`src/rtl/snake_pkg.sv`:
```
// Shared snake-game direction encoding and helpers.
package snake_pkg;
  localparam int DIR_W = 5;

  localparam logic [DIR_W-1:0] DIR_UP    = 5'b00001;
  localparam logic [DIR_W-1:0] DIR_DOWN  = 5'b00010;
  localparam logic [DIR_W-1:0] DIR_LEFT  = 5'b00100;
  localparam logic [DIR_W-1:0] DIR_RIGHT = 5'b01000;
  localparam logic [DIR_W-1:0] DIR_STOP  = 5'b10000;

  // STOP has no opposite; mapping it to itself keeps it from ever matching a real press.
  function automatic logic [DIR_W-1:0] opposite_dir(input logic [DIR_W-1:0] d);
    case (d)
      DIR_UP:    opposite_dir = DIR_DOWN;
      DIR_DOWN:  opposite_dir = DIR_UP;
      DIR_LEFT:  opposite_dir = DIR_RIGHT;
      DIR_RIGHT: opposite_dir = DIR_LEFT;
      default:   opposite_dir = DIR_STOP;
    endcase
  endfunction
endpackage

```
`src/rtl/button_debounce.sv`:
```
// Synchroniser + stability counter for one raw button; emits a one-cycle press pulse.
module button_debounce #(
  parameter int DEBOUNCE_CYCLES = 16
) (
  input  logic in_clk,
  input  logic in_rst_n,
  input  logic in_button,
  output logic out_press
);
  localparam int CNT_W = (DEBOUNCE_CYCLES > 1) ? $clog2(DEBOUNCE_CYCLES) : 1;

  logic [1:0]       r_sync;
  logic             r_level;
  logic [CNT_W-1:0] r_cnt;
  logic             w_diff;
  logic             w_last;
  logic             w_flip;

  assign w_diff = r_sync[1] ^ r_level;
  assign w_last = (r_cnt == CNT_W'(DEBOUNCE_CYCLES - 1));
  assign w_flip = w_diff & w_last;
  // Pulse coincides with the cycle whose edge commits the new high level.
  assign out_press = w_flip & ~r_level;

  always_ff @(posedge in_clk or negedge in_rst_n) begin
    if (!in_rst_n) begin
      r_sync  <= '0;
      r_level <= 1'b0;
      r_cnt   <= '0;
    end else begin
      r_sync  <= {r_sync[0], in_button};
      r_level <= r_level ^ w_flip;
      if (!w_diff || w_last) r_cnt <= '0;
      else                   r_cnt <= r_cnt + CNT_W'(1);
    end
  end
endmodule

```
`src/rtl/direction_queue.sv`:
```
// Debounced button presses filtered against the last pending turn and queued;
// one queued turn is applied per game tick.
module direction_queue #(
  parameter int DEBOUNCE_CYCLES = 16,
  parameter int QUEUE_DEPTH     = 4,
  parameter int DIR_W           = snake_pkg::DIR_W
) (
  input  logic                             in_clk,
  input  logic                             in_rst_n,
  input  logic                             in_button_up,
  input  logic                             in_button_down,
  input  logic                             in_button_left,
  input  logic                             in_button_right,
  input  logic                             in_clear,
  input  logic                             in_tick,
  output logic [DIR_W-1:0]                 out_direction,
  output logic [$clog2(QUEUE_DEPTH+1)-1:0] out_pending,
  output logic                             out_overflow
);
  import snake_pkg::*;

  localparam int PW = (QUEUE_DEPTH > 1) ? $clog2(QUEUE_DEPTH) : 1;
  localparam int CW = $clog2(QUEUE_DEPTH + 1);

  logic [3:0]       w_raw;
  logic [3:0]       w_press;
  logic [DIR_W-1:0] r_q [QUEUE_DEPTH];
  logic [PW-1:0]    r_wptr;
  logic [PW-1:0]    r_rptr;
  logic [CW-1:0]    r_cnt;
  logic [DIR_W-1:0] r_dir;
  logic             r_ovf;
  logic [DIR_W-1:0] w_cand;
  logic [DIR_W-1:0] w_ref;
  logic [PW-1:0]    w_tail;
  logic             w_accept;
  logic             w_full;
  logic             w_push;
  logic             w_pop;

  assign w_raw = {in_button_right, in_button_left, in_button_down, in_button_up};

  for (genvar g = 0; g < 4; g++) begin : g_btn
    button_debounce #(.DEBOUNCE_CYCLES(DEBOUNCE_CYCLES)) u_db (
      .in_clk    (in_clk),
      .in_rst_n  (in_rst_n),
      .in_button (w_raw[g]),
      .out_press (w_press[g])
    );
  end

  always_comb begin
    w_cand = DIR_STOP;
    if      (w_press[0]) w_cand = DIR_UP;
    else if (w_press[1]) w_cand = DIR_DOWN;
    else if (w_press[2]) w_cand = DIR_LEFT;
    else if (w_press[3]) w_cand = DIR_RIGHT;
  end

  // Compare against the most recently queued turn so double-turns chain correctly.
  assign w_tail   = r_wptr - PW'(1);
  assign w_ref    = (r_cnt != '0) ? r_q[w_tail] : r_dir;
  assign w_accept = (|w_press) && (w_cand != w_ref) && (w_cand != opposite_dir(w_ref));
  assign w_full   = (r_cnt == CW'(QUEUE_DEPTH));
  assign w_push   = w_accept && !w_full;
  assign w_pop    = in_tick && (r_cnt != '0);

  always_ff @(posedge in_clk or negedge in_rst_n) begin
    if (!in_rst_n) begin
      for (int i = 0; i < QUEUE_DEPTH; i++) r_q[i] <= '0;
      r_wptr <= '0;
      r_rptr <= '0;
      r_cnt  <= '0;
      r_dir  <= DIR_STOP;
      r_ovf  <= 1'b0;
    end else if (in_clear) begin
      r_wptr <= '0;
      r_rptr <= '0;
      r_cnt  <= '0;
      r_dir  <= DIR_STOP;
      r_ovf  <= 1'b0;
    end else begin
      r_ovf <= w_accept && w_full;
      if (w_push) begin
        r_q[r_wptr] <= w_cand;
        r_wptr      <= r_wptr + PW'(1);
      end
      if (w_pop) begin
        r_dir  <= r_q[r_rptr];
        r_rptr <= r_rptr + PW'(1);
      end
      case ({w_push, w_pop})
        2'b10:   r_cnt <= r_cnt + CW'(1);
        2'b01:   r_cnt <= r_cnt - CW'(1);
        default: r_cnt <= r_cnt;
      endcase
    end
  end

  assign out_direction = r_dir;
  assign out_pending   = r_cnt;
  assign out_overflow  = r_ovf;
endmodule

```
`config.mk`:
```
export PLATFORM = sky130hd
export DESIGN_NAME = direction_queue
export DESIGN_NICKNAME = d
export VERILOG_FILES = /design/src/rtl/snake_pkg.sv /design/src/rtl/button_debounce.sv /design/src/rtl/direction_queue.sv
export SDC_FILE = /design/constraint.sdc
export NUM_CORES = 1
export LEC_CHECK = 0
export BUFFER_PORTS_ARGS = -buffer_cell sky130_fd_sc_hd__buf_2
export CAP_MARGIN = 10
export CORE_MARGIN = 3
export CORE_UTILIZATION = 45
export CTS_BUF_LIST = sky130_fd_sc_hd__clkbuf_4 sky130_fd_sc_hd__clkbuf_8 sky130_fd_sc_hd__clkbuf_16
export DETAILED_ROUTE_END_ITERATION = 10
export MAX_ROUTING_LAYER = met4
export PLACE_DENSITY_LB_ADDON = 0.1
export SYNTH_ARGS = -nofsm -noshare
export SYNTH_HDL_FRONTEND = slang
export SYNTH_HIERARCHICAL = 1
export SYNTH_SLANG_ARGS = --single-unit
```
`constraint.sdc`:
```
create_clock -name in_clk -period 3.51 [get_ports in_clk]
set_clock_uncertainty 0.05 [all_clocks]
set_input_delay 0.1755 -clock in_clk [delete_from_list [all_inputs] [get_ports in_clk]]
set_output_delay 0.1755 -clock in_clk [all_outputs]
set_load 0.005 [all_outputs]
```
-- Word-level counts from Yosys, hierarchy flattened
Cells that the tools add are included.
- bits in registers: 61
- input port bits: 8
- output and inout port bits: 9
- add/subtract/negate cells: 9
- $lt $le $gt $ge: 4
- equal/unequal tests: 13
- muxes and demuxes: 28
- bitwise logic cells: 24
- reduce and logical (&&, ||, !) cells: 21
- operator list (kind ; number):
    $mux W5 ; 12
    $bmux W5 S2 ; 2
    $bwmux W20 ; 1
    $pmux W5 S4 ; 1
    $add A4 B1 Y4 const B ; 4
    $eq A4 B4 Y1 const B ; 4
    $mux W4 ; 4
    $demux W5 S2 ; 1
    $ne A5 B5 Y1 ; 2
    $ge A3 B3 Y1 const B ; 3
    $not A2 Y3 ; 3
    $and A1 B1 Y1 ; 8
    $mux W2 ; 4
    $xor A1 B1 Y1 ; 8
    $logic_and A1 B1 Y1 ; 6
    $pmux W3 S2 ; 1
    $reduce_bool A3 Y1 ; 2
    $eq A5 B1 Y1 const B ; 1
    $eq A5 B2 Y1 const B ; 1
    $eq A5 B3 Y1 const B ; 1
    $eq A5 B4 Y1 const B ; 1
    $logic_not A1 Y1 ; 5
    $not A1 Y1 ; 5
    $add A2 B1 Y2 const B ; 2
    other kinds (13) ; 17

-- Logic depth before layout (Yosys ltp)
Gate-level depths: netlist of run 1.
- depth after elaboration: 14
- gate-level depth with buffers: 14

-- By module
Netlist of run 1, hierarchy kept.
- by module, submodules not included (module ; times used ; cells each ; area each (um^2) ; seq. area each (um^2)):
    direction_queue ; 1 ; 177 ; 2018.2 ; 827.0
    button_debounce ; 4 ; 21 ; 291.5 ; 175.2

-- Least setup slack after synthesis of run 1
No wires, ideal clock.
- kind: reg2reg
- start point: reg r_wptr[0]
- end point: reg r_cnt[2], in the netlist out_pending[2]
- setup time: 0.128 ns
- arrival time: 3.070 ns
- data required time: 3.332 ns
- slack: 0.263 ns
- stages on the path, launching flop included: 14
- buffers on the path: 1
- period minus slack after synthesis: 3.247 ns
- path through: dfrtp_1 buf_6 inv_1 ha_1 mux4_2 xor2_1 nor3_1 or4_1 o211ai_2 a31oi_2 fa_1 nand2_1 a2bb2oi_1 mux2_1
- cells in the longest elaborated chain, start to end: 14
- ends and longest elaborated chain (element ; RTL line ; text):
    start: declaration ; direction_queue.sv:28 ; logic [PW-1:0] r_wptr;
    start signal: assignment ; direction_queue.sv:86 ; r_wptr <= r_wptr + PW'(1);
    $sub A2 B1 Y2 * ; direction_queue.sv:61 ; assign w_tail = r_wptr - PW'(1);
    $not A2 Y3 (implied by the code) * ; direction_queue.sv:62 ; assign w_ref = (r_cnt != '0) ? r_q[w_tail] : r_dir;
    $bmux W5 S2 * ; direction_queue.sv:62 ;
    $mux W5 (implied by the code) * (2 in a row) ; direction_queue.sv:62 ;
    $mux W5 * ; direction_queue.sv:62 ;
    $eq A5 B4 Y1, or another cell as far along ; snake_pkg.sv:13 ; case (d)
    $pmux W5 S4 ; snake_pkg.sv:13 ;
    $ne A5 B5 Y1 ; direction_queue.sv:63 ; assign w_accept = (|w_press) && (w_cand != w_ref) && (w_cand != opposite_dir(w_ref));
    $logic_and A1 B1 Y1 * ; direction_queue.sv:63 ;
    $logic_and A1 B1 Y1 * ; direction_queue.sv:65 ; assign w_push = w_accept && !w_full;
    $eq A2 B1 Y1 / $eq A2 B2 Y1 (equally long branches) ; direction_queue.sv:92 ; case ({w_push, w_pop})
    $pmux W3 S2 ; direction_queue.sv:92 ;
    $mux W3 ; direction_queue.sv:76 ; end else if (in_clear) begin
    end signal: assignment ; direction_queue.sv:93 ; 2'b10: r_cnt <= r_cnt + CW'(1);
    end signal: assignment ; direction_queue.sv:94 ; 2'b01: r_cnt <= r_cnt - CW'(1);
    end signal: assignment ; direction_queue.sv:95 ; default: r_cnt <= r_cnt;
    end: declaration ; direction_queue.sv:30 ; logic [CW-1:0] r_cnt;
Mark *: on every way between the ends. The rest lies on a longest branch, timed or not. The select of a mux whose other input is x is not followed.
A chain may end at the register's enable or synchronous reset.

-- Worst setup path in the final report of run 1
- start point: reg g_btn[0].u_db.r_cnt[0]
- end point: reg r_cnt[2], in the netlist out_pending[2]
- cells in the longest elaborated chain, start to end: 11
- ends and longest elaborated chain (element ; RTL line ; text):
    start: declaration ; button_debounce.sv:14 ; logic [CNT_W-1:0] r_cnt;
    start signal: assignment ; button_debounce.sv:34 ; else r_cnt <= r_cnt + CNT_W'(1);
    $eq A4 B4 Y1 * ; button_debounce.sv:20 ; assign w_last = (r_cnt == CNT_W'(DEBOUNCE_CYCLES - 1));
    $and A1 B1 Y1 * ; button_debounce.sv:21 ; assign w_flip = w_diff & w_last;
    $and A1 B1 Y1 * ; button_debounce.sv:23 ; assign out_press = w_flip & ~r_level;
    $mux W5 * ; direction_queue.sv:54 ; if (w_press[0]) w_cand = DIR_UP;
    net w_cand[0] ; direction_queue.sv:33 ; logic [DIR_W-1:0] w_cand;
    $ne A5 B5 Y1 ; direction_queue.sv:63 ;
    $logic_and A1 B1 Y1 ; direction_queue.sv:63 ;
    $logic_and A1 B1 Y1 * ; direction_queue.sv:63 ;
    $logic_and A1 B1 Y1 * ; direction_queue.sv:65 ;
    $eq A2 B1 Y1 / $eq A2 B2 Y1 (equally long branches) ; direction_queue.sv:92 ;
    $pmux W3 S2 ; direction_queue.sv:92 ;
    $mux W3 ; direction_queue.sv:76 ;
The timed path passes the listed nets; every way through them passes the cells marked *.

==> results.md, run 1 <==
- Clock-pin slew on the worst setup and hold paths: 0.07 ns
- Final Hold Viols: 0
- Setup Viol. Count Final: 0
- GRT Util Overall: 16.71%
- Max-slew violation count: 0
- Slew Limit Headroom: 52.19%
- Crit path time final: 3.289 ns
- Routed Antenna Nets: 0
- Worst EP required: 3.68 ns
- Mapped cell area: 3184 sq um
- Slowest library cell on the worst path: or4_1
- Critical path class: flip-flop to flip-flop
- Synth unique cells: 46
- Iter 0 DRT Violations: 80
- Initial Utilization: 46.61%
- Area growth syn-to-layout: 15.05%
- Syn nets: 278
- M3 GR Usage: 3.180%
- Cell taking the most area after synthesis: dfrtp_1
- Total core area: 6832 sq um
- Routability cong.: 0.8627
- Largest net degree at the start of global routing: 33
- RSZ-0062 raised after global routing: no
- Worst r2r src: g_btn[0].u_db/r_cnt[0]
- Final Power: 0.001820 W
- CP Cell Sequence: ha_1, nand3_4, nor3b_1, buf_4, nor4_1, or4_1, o211ai_2, a31oi_2, fa_1, nand2_1, a2bb2oi_1, mux2_1
- Cell Count, Final, Fillers Out: 391
- Data arrival, critical path: 3.46 ns
- Pwr dens: 496.7 nW/um^2
- Nets@finish: 308
- H-Tree Depth: 3
- HP Start: in_clear
- TNS Setup: 0 ns
- Worst hold path class: input port to flip-flop
- Total number of vias: 1974
- I/O Buffers: 16
- DR DRC count: 0
- WL/cell: 15.12 microns
- R2R Path End: out_pending[2]
- Outcome: finished clean
- Synthesis-stage register bit count: 61
- Crit path largest cell delay: 0.53 ns
- Ys Warns: 6
- Layout cells sized above 1: 27.12%
- 1st-pass router iterations: 4
- Root Buffer: clkbuf_8
- CP Launch Type: flip-flop
- # IOs: 17
- Number of global-route vias before repair: 2041
- WHS Path Cells: 2
- Maximum Capacitance Violations: 0
- # rows: 30
- Global routing's busiest layer: met1
- Clock Tree Buf Depth: 2
- R2R setup slack: 0.22 ns
- WL final: 5913 microns
- F_max: 0.3041 GHz
- Die width: 90.12 microns
- Post-synthesis sequential area ratio: 47.98%
- # placed instances: 371
- Final worst setup slack: 0.2214 ns
- Post-synthesis cell count: 261
- TritonCTS Buffers: 9
- Initial antenna violation count: 0
- Worst Reg-to-Reg Cells: 12
- CP max FO: 13
- Synth area leaders: dfrtp_1 (47%), mux4_2 (7.1%), mux2_1 (4.6%), xnor2_1 (3.3%), nor2_1 (3.2%)
- Clock Latency Late Sink: 0.34 ns
- Die height: 90.12 microns
- Setup bufs post-CTS: 0
- Synth top area share: 47.15%
- CP endpoint kind: flip-flop
- First-pass GRT wire length: 10330 microns
- VDD IR max: 178.5 uV
- Via-per-instance ratio: 5.049
- Hpwl dp: 4166 microns
- Avg Cell Area, Syn: 12.20 sq um
- M1 GR Usage: 23.43%
- Worst-Margin Slew: 0.7171 ns
- Grt total ovfl: 0
- CTS tree: built
- Setup WS pre-CTS: 0.1982 ns
- Leakage: 1.690 nW
- # diodes: 0
- M2 GR Usage: 22.15%
- Die ar.: 8122 sq um
- CTS sink cnt: 61
- Final Cycle Share: 93.69%
- Endpoint of the worst hold path: r_rptr[1]
==> cell usage in the layout, fill, tap and decap left out, types with 4 or more instances in the layout <==
cell and n:
dfrtp_1 60, nor2_1 27, buf_2 16, nand2_1 15, mux2_1 13, inv_1 12, xnor2_1 12, clkbuf_8 11
mux4_2 10, buf_4 10, ha_1 8, mux2_2 7, xor2_1 7, nand3_1 6, a21oi_1 6, nor3_1 5
and2_1 5, dlygate4sd3_1 5, mux2i_1 4, o21ai_0 4, or2_1 4, nand3_4 4, nand2b_4 4, mux2_4 4
==> state kept, by name, summed over array words and instances (netlist names), named ones only <==
register	cells
g_btn.u_db/r_sync	8
r_q	20
g_btn.u_db/r_cnt	16
out_overflow	1
out_pending	3
r_wptr	2
out_direction	5
r_rptr	2
==> critical path: cells and delay by family, from the launching register on <==
| kind | cells | cell delay [ns] |
|---|---|---|
| simple gates | 5 | 1.08 |
| mux | 1 | 0.33 |
| fa+ha+maj | 2 | 0.65 |
| compound gates | 3 | 0.46 |
| flops | 1 | 0.37 |
| buf+inv | 1 | 0.24 |
==> metrics by stage <==
step,cell area [sq um],util [%],hold WS [ns]
5_1_grt,3664,53.63,0.1734
3_5_place_dp,3401,49.78,0.2241
4_1_cts,3650,53.42,0.1330
6_report,3664,53.63,0.1612
3_3_place_gp,3401,49.78,0.2156
2_1_floorplan,3184,-,-0.1701
==> where the power goes <==
part	switching (W)	internal, W	leakage (nW)
Clock	0.000270	0.000360	0.101
Sequential	0.0000460	0.000743	0.820
Combinational	0.000221	0.000179	0.769
Total	0.000537	0.00128	1.69
==> worst max-delay path by stage <==
stage                      startpoint             end  cells past startpoint
6_report       g_btn[0].u_db/r_cnt[0]  out_pending[2]                     12
5_1_grt                     r_wptr[1]  out_pending[2]                     13
4_1_cts        g_btn[2].u_db/r_cnt[0]  out_pending[2]                     13
3_5_place_dp   g_btn[2].u_db/r_cnt[0]  out_pending[2]                     13
3_3_place_gp   g_btn[2].u_db/r_cnt[0]  out_pending[2]                     13
2_1_floorplan               r_wptr[0]  out_pending[2]                     13
==> metal layers <==
metal  part of all wire [%]  vias up
li1                       -      961
met1                     52      967
met2                     42       30
met3                    2.7       16
met4                    3.1        0
met5                      0        -
==> logic make-up (layout without fill, tap and decap cells) <==
group	after synthesis	after routing	share of synthesized area [%]
and+or+nand+nor	92	92	17.88
DFF	61	61	47.98
muxes	39	39	18.00
buffers and inverters	24	58	3.261
xor gates and xnor gates	19	19	5.226
AOI/OAI and AO/OA	17	17	3.890
adders and majority gates	9	9	3.772
==> repair_timing <==
item / in CTS / in global routing
gates resized for setup: 0 / 2
setup endpoints to repair: 0 / 1
endpoints found under the hold margin: 34 / 0
hold buffers: 5 / 0
==> synth_stat cells, drive strengths merged <==
cell,n
mux4,10
mux2i,5
or3,1
nand4bb,1
o211ai,2
nor2,27
xnor2,12
dfstp,1
nand3b,1
nor3b,5
nor4b,1
nand3,12
o41ai,1
a2bb2oi,1
or2,4
dfrtp,60
nand2b,7
nor4,3
inv,12
nor2b,3
xor2,7
ha,8
o21ai,4
a31oi,1
nand4b,1
nor3,5
a22o,1
and2,5
buf,7
a311oi,1
clkbuf,5
a21oi,6
mux2,24
nand2,15
fa,1
or4,1
==> final cells by class <==
class | count | area [sq um]
inverter | 12 | 45.04
multi-input combinational | 176 | 1567
clock inverter | 4 | 47.55
timing repair buffer | 31 | 205.2
sequential | 61 | 1528
fill | 605 | 3168
tap | 96 | 120.1
clock buffer | 11 | 151.4
(Power assumes the default switching activity.)
==> run 2, diff against run 1 <==
Settings changed: CORE_ASPECT_RATIO set to 0.8.
==> results.md, run 2 (synthesized netlist as in run 1, its figures left out) <==
- Outcome: finished clean
- Total core area: 6604 sq um (-3.3%)
- CP endpoint kind: flip-flop
- Via-per-instance ratio: 5.194 (+2.9%)
- Clock Tree Buf Depth: 2 (unchanged)
- Worst-Margin Slew: 0.8968 ns (+0.1797 ns)
- Setup bufs post-CTS: 0 (unchanged)
- Routability cong.: 0.8744 (+1.4%)
- Root Buffer: clkbuf_8
- CP max FO: 4 (-9)
- F_max: 0.3015 GHz (-0.83%)
- Placed Area: 3393 sq um (-0.22%)
- CTS sink cnt: 61 (unchanged)
- I/O Buffers: 16 (unchanged)
- Number of global-route vias before repair: 1983 (-2.8%)
- Top reg by flops: r_q
- Cell Count, Final, Fillers Out: 381 (-2.6%)
- HP Start: in_clear
- Worst r2r src: r_wptr[1]
- GRT Util Overall: 17.03% (+0.32 points)
- 1st-pass router iterations: 5 (+1)
- TNS Setup: 0 ns (unchanged)
- Final Instance Area: 3681 sq um (+0.48%)
- TritonCTS Buffers: 9 (unchanged)
- Final Hold Viols: 0 (unchanged)
- Largest net degree at the start of global routing: 43 (+30%)
- Die ar.: 8128 sq um (about the same)
- Critical path class: flip-flop to flip-flop
- Maximum Capacitance Violations: 0 (unchanged)
- Initial antenna violation count: 0 (unchanged)
- Final Cycle Share: 94.48% (+0.79 points)
- Flip-flop count of the largest register after layout: 20 (unchanged)
- DR DRC count: 0 (unchanged)
- WHS Path Cells: 2 (unchanged)
- Hpwl dp: 4203 microns (+0.89%)
- H-Tree Depth: 3 (unchanged)
- RSZ-0062 raised after global routing: no
- Worst hold path class: input port to flip-flop
- Slew Limit Headroom: 40.21% (-12 points)
- R2R setup slack: 0.19 ns (-0.03 ns)
- Layout cells sized above 1: 28.28% (+1.2 points)
- CTS tree: built
- # placed instances: 360 (-3.0%)
- Endpoint of the worst hold path: r_rptr[0]
- First-pass GRT wire length: 10050 microns (-2.7%)
- Initial Utilization: 48.22% (+1.6 points)
- Total number of vias: 1979 (+0.25%)
- # IOs: 17 (unchanged)
- Most common cell after layout, fill and taps aside: dfrtp_1
- R2R Path End: out_pending[2]
- Area growth syn-to-layout: 15.60%
- VDD IR max: 199.4 uV (+12%)
- Clock Latency Late Sink: 0.33 ns (about the same)
- Clock-pin slew on the worst setup and hold paths: 0.07 ns (about the same)
- Grt total ovfl: 0 (unchanged)
- CP Launch Type: flip-flop
- # rows: 26 (-13%)
- Die width: 100.1 microns (+11%)
- Routed Antenna Nets: 0 (unchanged)
- Largest regs: r_q x20, g_btn.u_db/r_cnt x16, g_btn.u_db/r_sync x8
- Most frequent cells in the layout: dfrtp_1 (60), nor2_1 (27), buf_2 (16)
- Nets@finish: 309 (+0.32%)
- Leakage: 1.696 nW (+0.35%)
- # diodes: 0 (unchanged)
- Worst EP required: 3.67 ns (about the same)
- Max-slew violation count: 0 (unchanged)
- Die height: 81.24 microns (-9.9%)
- WL/cell: 15.43 microns (+2.1%)
- Worst Reg-to-Reg Cells: 12 (unchanged)
- Pwr dens: 494.5 nW/um^2 (-0.46%)
- Iter 0 DRT Violations: 65 (-19%)
- Data arrival, critical path: 3.48 ns (+0.02 ns)
- Setup Viol. Count Final: 0 (unchanged)
- Crit path time final: 3.316 ns (+0.02768 ns)
- WL final: 5880 microns (-0.56%)
## run 2: per-layer routing
metal | vias to the layer above | track usage (%) | part of all wire [%]
met4 | 0 | 4.441 | 0.97
met3 | 5 | 6.781 | 3.1
met1 | 986 | 24.05 | 54
met2 | 26 | 22.70 | 42
met5 | - | - | 0
li1 | 962 | - | -
## run 2: area by class of cell
class	count	area (sq um)
flip-flops and latches	61	1528
inverters	12	45.04
repair buffers	32	212.7
well taps	84	105.1
clock inverters	4	47.55
multi-input cells	176	1590
fillers	579	2923
clock buffers	12	152.6
## run 2: worst max path at each step
| stage | from | endpoint | slack [ns] |
|---|---|---|---|
| 4_1_cts | g_btn[2].u_db/r_cnt[0] | out_pending[2] | 0.13 |
| 6_report | r_wptr[1] | out_pending[2] | 0.19 |
| 2_1_floorplan | r_wptr[0] | out_pending[2] | 0.26 |
| 5_1_grt | g_btn[0].u_db/r_cnt[0] | out_pending[2] | 0.02 |
| 3_5_place_dp | g_btn[2].u_db/r_cnt[0] | out_pending[2] | 0.14 |
| 3_3_place_gp | g_btn[1].u_db/r_cnt[0] | out_pending[2] | 0.16 |
## run 2: critical path, cell delays in order (launching register included)
cell and delay [ns]:
dfrtp_1 0.40, inv_1 0.08, ha_1 0.37, mux4_2 0.37
xor2_1 0.17, nor3_1 0.06, or4_1 0.43, o211ai_2 0.14
a31oi_2 0.15, fa_1 0.39, nand2_1 0.07, a2bb2oi_1 0.18
mux2_1 0.33
## run 2: metrics by stage
stage | hold slack, ns | setup WS, ns | power [W] | utilization [%]
global route | 0.1394 | 0.01999 | 0.001934 | 55.74
detailed placement | 0.2360 | 0.1397 | 0.001203 | 51.38
finish | 0.1585 | 0.1937 | 0.001820 | 55.74
floorplan | -0.1701 | 0.2625 | 0.001085 | -
global placement | 0.2339 | 0.1625 | 0.001205 | 51.38
CTS | 0.1358 | 0.1315 | 0.001847 | 55.17
## run 2: power breakdown
part,internal [W],switching (W),leakage (nW)
logic,0.000191,0.000217,0.773
registers,0.000743,0.0000437,0.820
clock network,0.000361,0.000264,0.103
## run 2: timing repair
| action | in CTS | in global routing |
|---|---|---|
| endpoints found under the setup margin | 0 | 2 |
| hold buffers | 5 | 0 |
| hold endpoints to repair | 45 | 0 |
| resized for setup | 0 | 6 |
==> run 3, diff against run 2 <==
Settings changed: PLACE_DENSITY_LB_ADDON 0.1 to 0.2.
==> results.md, run 3 (synthesized netlist as in run 1, its figures left out) <==
- Nets@finish: 307 (-0.65%)
- Final worst setup slack: 0.2262 ns (+0.03251 ns)
- Outcome: finished clean
- WL final: 5735 microns (-2.5%)
- Routed Antenna Nets: 0 (unchanged)
- Critical path class: flip-flop to flip-flop
- R2R setup slack: 0.23 ns (+0.03 ns)
- Die ar.: 8128 sq um (unchanged)
- Worst path top cell family by delay: simple AND/OR/NAND/NOR gates
- Total core area: 6604 sq um (unchanged)
- Routability cong.: 0.8252 (-5.6%)
- Via-per-instance ratio: 5.322 (+2.5%)
- Clock Latency Late Sink: 0.34 ns (about the same)
- I/O Buffers: 16 (unchanged)
- Layout cells sized above 1: 27.80% (-0.49 points)
- Leakage: 1.679 nW (-0.98%)
- Data arrival, critical path: 3.45 ns (-0.03 ns)
- Slew Limit Headroom: 34.90% (-5.3 points)
- Final Hold Viols: 0 (unchanged)
- CP Cell Sequence: ha_1, nand3_4, nor3b_1, buf_4, nor4_1, or4_1, o211ai_2, a31oi_2, fa_1, nand2_1, a2bb2oi_1, mux2_1
- Maximum Capacitance Violations: 0 (unchanged)
- Initial Utilization: 48.22% (unchanged)
- # placed instances: 358 (-0.56%)
- Most frequent cells in the layout: dfrtp_1 (60), nor2_1 (27), buf_2 (16)
- CP bufs+invs: 1 (unchanged)
- Worst hold path class: input port to flip-flop
- Slowest library cell on the worst path: or4_1
- TNS Setup: 0 ns (unchanged)
- Max-slew violation count: 0 (unchanged)
- RSZ-0062 raised after global routing: no
- Total number of vias: 2017 (+1.9%)
- Crit path largest cell delay: 0.53 ns (+0.10 ns)
- CTS tree: built
- Cell Count, Final, Fillers Out: 379 (-0.52%)
- Final Cycle Share: 93.55% (-0.93 points)
- Die height: 81.24 microns (unchanged)
- Crit path time final: 3.284 ns (-0.03251 ns)
- CTS sink cnt: 61 (unchanged)
- WL/cell: 15.13 microns (-2.0%)
- Pwr dens: 478.5 nW/um^2 (-3.2%)
- Most common cell after layout, fill and taps aside: dfrtp_1
- Grt total ovfl: 0 (unchanged)
- Worst-Margin Slew: 0.9765 ns (+0.07970 ns)
- Die width: 100.1 microns (unchanged)
- Initial antenna violation count: 0 (unchanged)
- Top reg by flops: r_q
- # rows: 26 (unchanged)
- Hpwl dp: 4080 microns (-2.9%)
- Clock-pin slew on the worst setup and hold paths: 0.07 ns (about the same)
- CP Launch Type: flip-flop
- VDD IR max: 206.3 uV (+3.5%)
- CP endpoint kind: flip-flop
- # IOs: 17 (unchanged)
- Final Power: 0.001748 W (-3.9%)
- Area growth syn-to-layout: 14.73%
- H-Tree Depth: 3 (unchanged)
- # diodes: 0 (unchanged)
- Iter 0 DRT Violations: 109 (+68%)
- Flip-flop count of the largest register after layout: 20 (unchanged)
- F_max: 0.3045 GHz (+0.99%)
- DR DRC count: 0 (unchanged)
- Largest regs: r_q x20, g_btn.u_db/r_cnt x16, g_btn.u_db/r_sync x8
- First-pass GRT wire length: 10060 microns (about the same)
- Setup Viol. Count Final: 0 (unchanged)
- CP max FO: 13 (+9)
- Root Buffer: clkbuf_8
- Clock Tree Buf Depth: 2 (unchanged)
- Largest net degree at the start of global routing: 46 (+7.0%)
- 1st-pass router iterations: 5 (unchanged)
- Number of global-route vias before repair: 1979 (-0.20%)
- GRT Util Overall: 16.67% (-0.37 points)
- Setup WS pre-CTS: 0.1564 ns (+0.01670 ns)
- TritonCTS Buffers: 9 (unchanged)
- Worst EP required: 3.68 ns (about the same)
## run 3: path summary, 6_finish.rpt
path | from | to | depth (start not counted)
max | g_btn[0].u_db/r_cnt[0] | out_pending[2] | 12
min in group asynchronous | in_rst_n | g_btn[3].u_db/r_cnt[3] | 2
max in group asynchronous | in_rst_n | r_q[10] | 3
min | in_clear | r_wptr[0] | 2
min reg2reg | g_btn[3].u_db/r_sync[0] | g_btn[3].u_db/r_sync[1] | 0
max reg2reg | g_btn[0].u_db/r_cnt[0] | out_pending[2] | 12
## run 3: per-layer routing
layer | wire length, microns | part of all wire [%] | up-vias | GRT usage [%]
met5 | 0 | 0 | - | -
met4 | 38 | 0.66 | 0 | 6.057
met3 | 272 | 4.7 | 4 | 4.635
met2 | 2480 | 43 | 47 | 22.30
met1 | 2943 | 51 | 1004 | 24.04
li1 | - | - | 962 | -
## run 3: worst register-to-register path, delay by kind of cell, from the launching register on
kind | cells | cell delay, ns
fa+ha+maj | 2 | 0.64
simple gates | 5 | 1.06
flops | 1 | 0.37
mux | 1 | 0.33
compound gates | 3 | 0.47
buf+inv | 1 | 0.25
## run 3: power by group
group	leakage [nW]	switching, W	total (W)	internal, W
clock	0.0956	0.000265	0.000564	0.000299
combinational	0.764	0.000218	0.000396	0.000179
sequential	0.820	0.0000443	0.000788	0.000743
## run 3: metrics by stage
| step | util, % | hold slack (ns) | area [sq um] |
|---|---|---|---|
| 6_report | 55.32 | 0.1449 | 3654 |
| 5_1_grt | 55.32 | 0.1588 | 3654 |
| 3_5_place_dp | 51.16 | 0.2352 | 3378 |
| 4_1_cts | 54.66 | 0.1322 | 3610 |
| 2_1_floorplan | - | -0.1701 | 3184 |
| 3_3_place_gp | 51.16 | 0.2341 | 3378 |
## run 3: what timing repair did
item | CTS | global route
hold buffers | 5 | 0
setup endpoints to repair | 0 | 1
resized for setup | 0 | 7
endpoints found under the hold margin | 47 | 0
setup buffers | 0 | 0
## run 3: area by class of cell
class,count,area (sq um)
well taps,84,105.1
repair buffers,30,197.7
fillers,570,2950
clock buffers,12,158.9
flip-flops and latches,61,1528
multi-input cells,176,1597
inverters,12,45.04
clock inverters,4,22.52
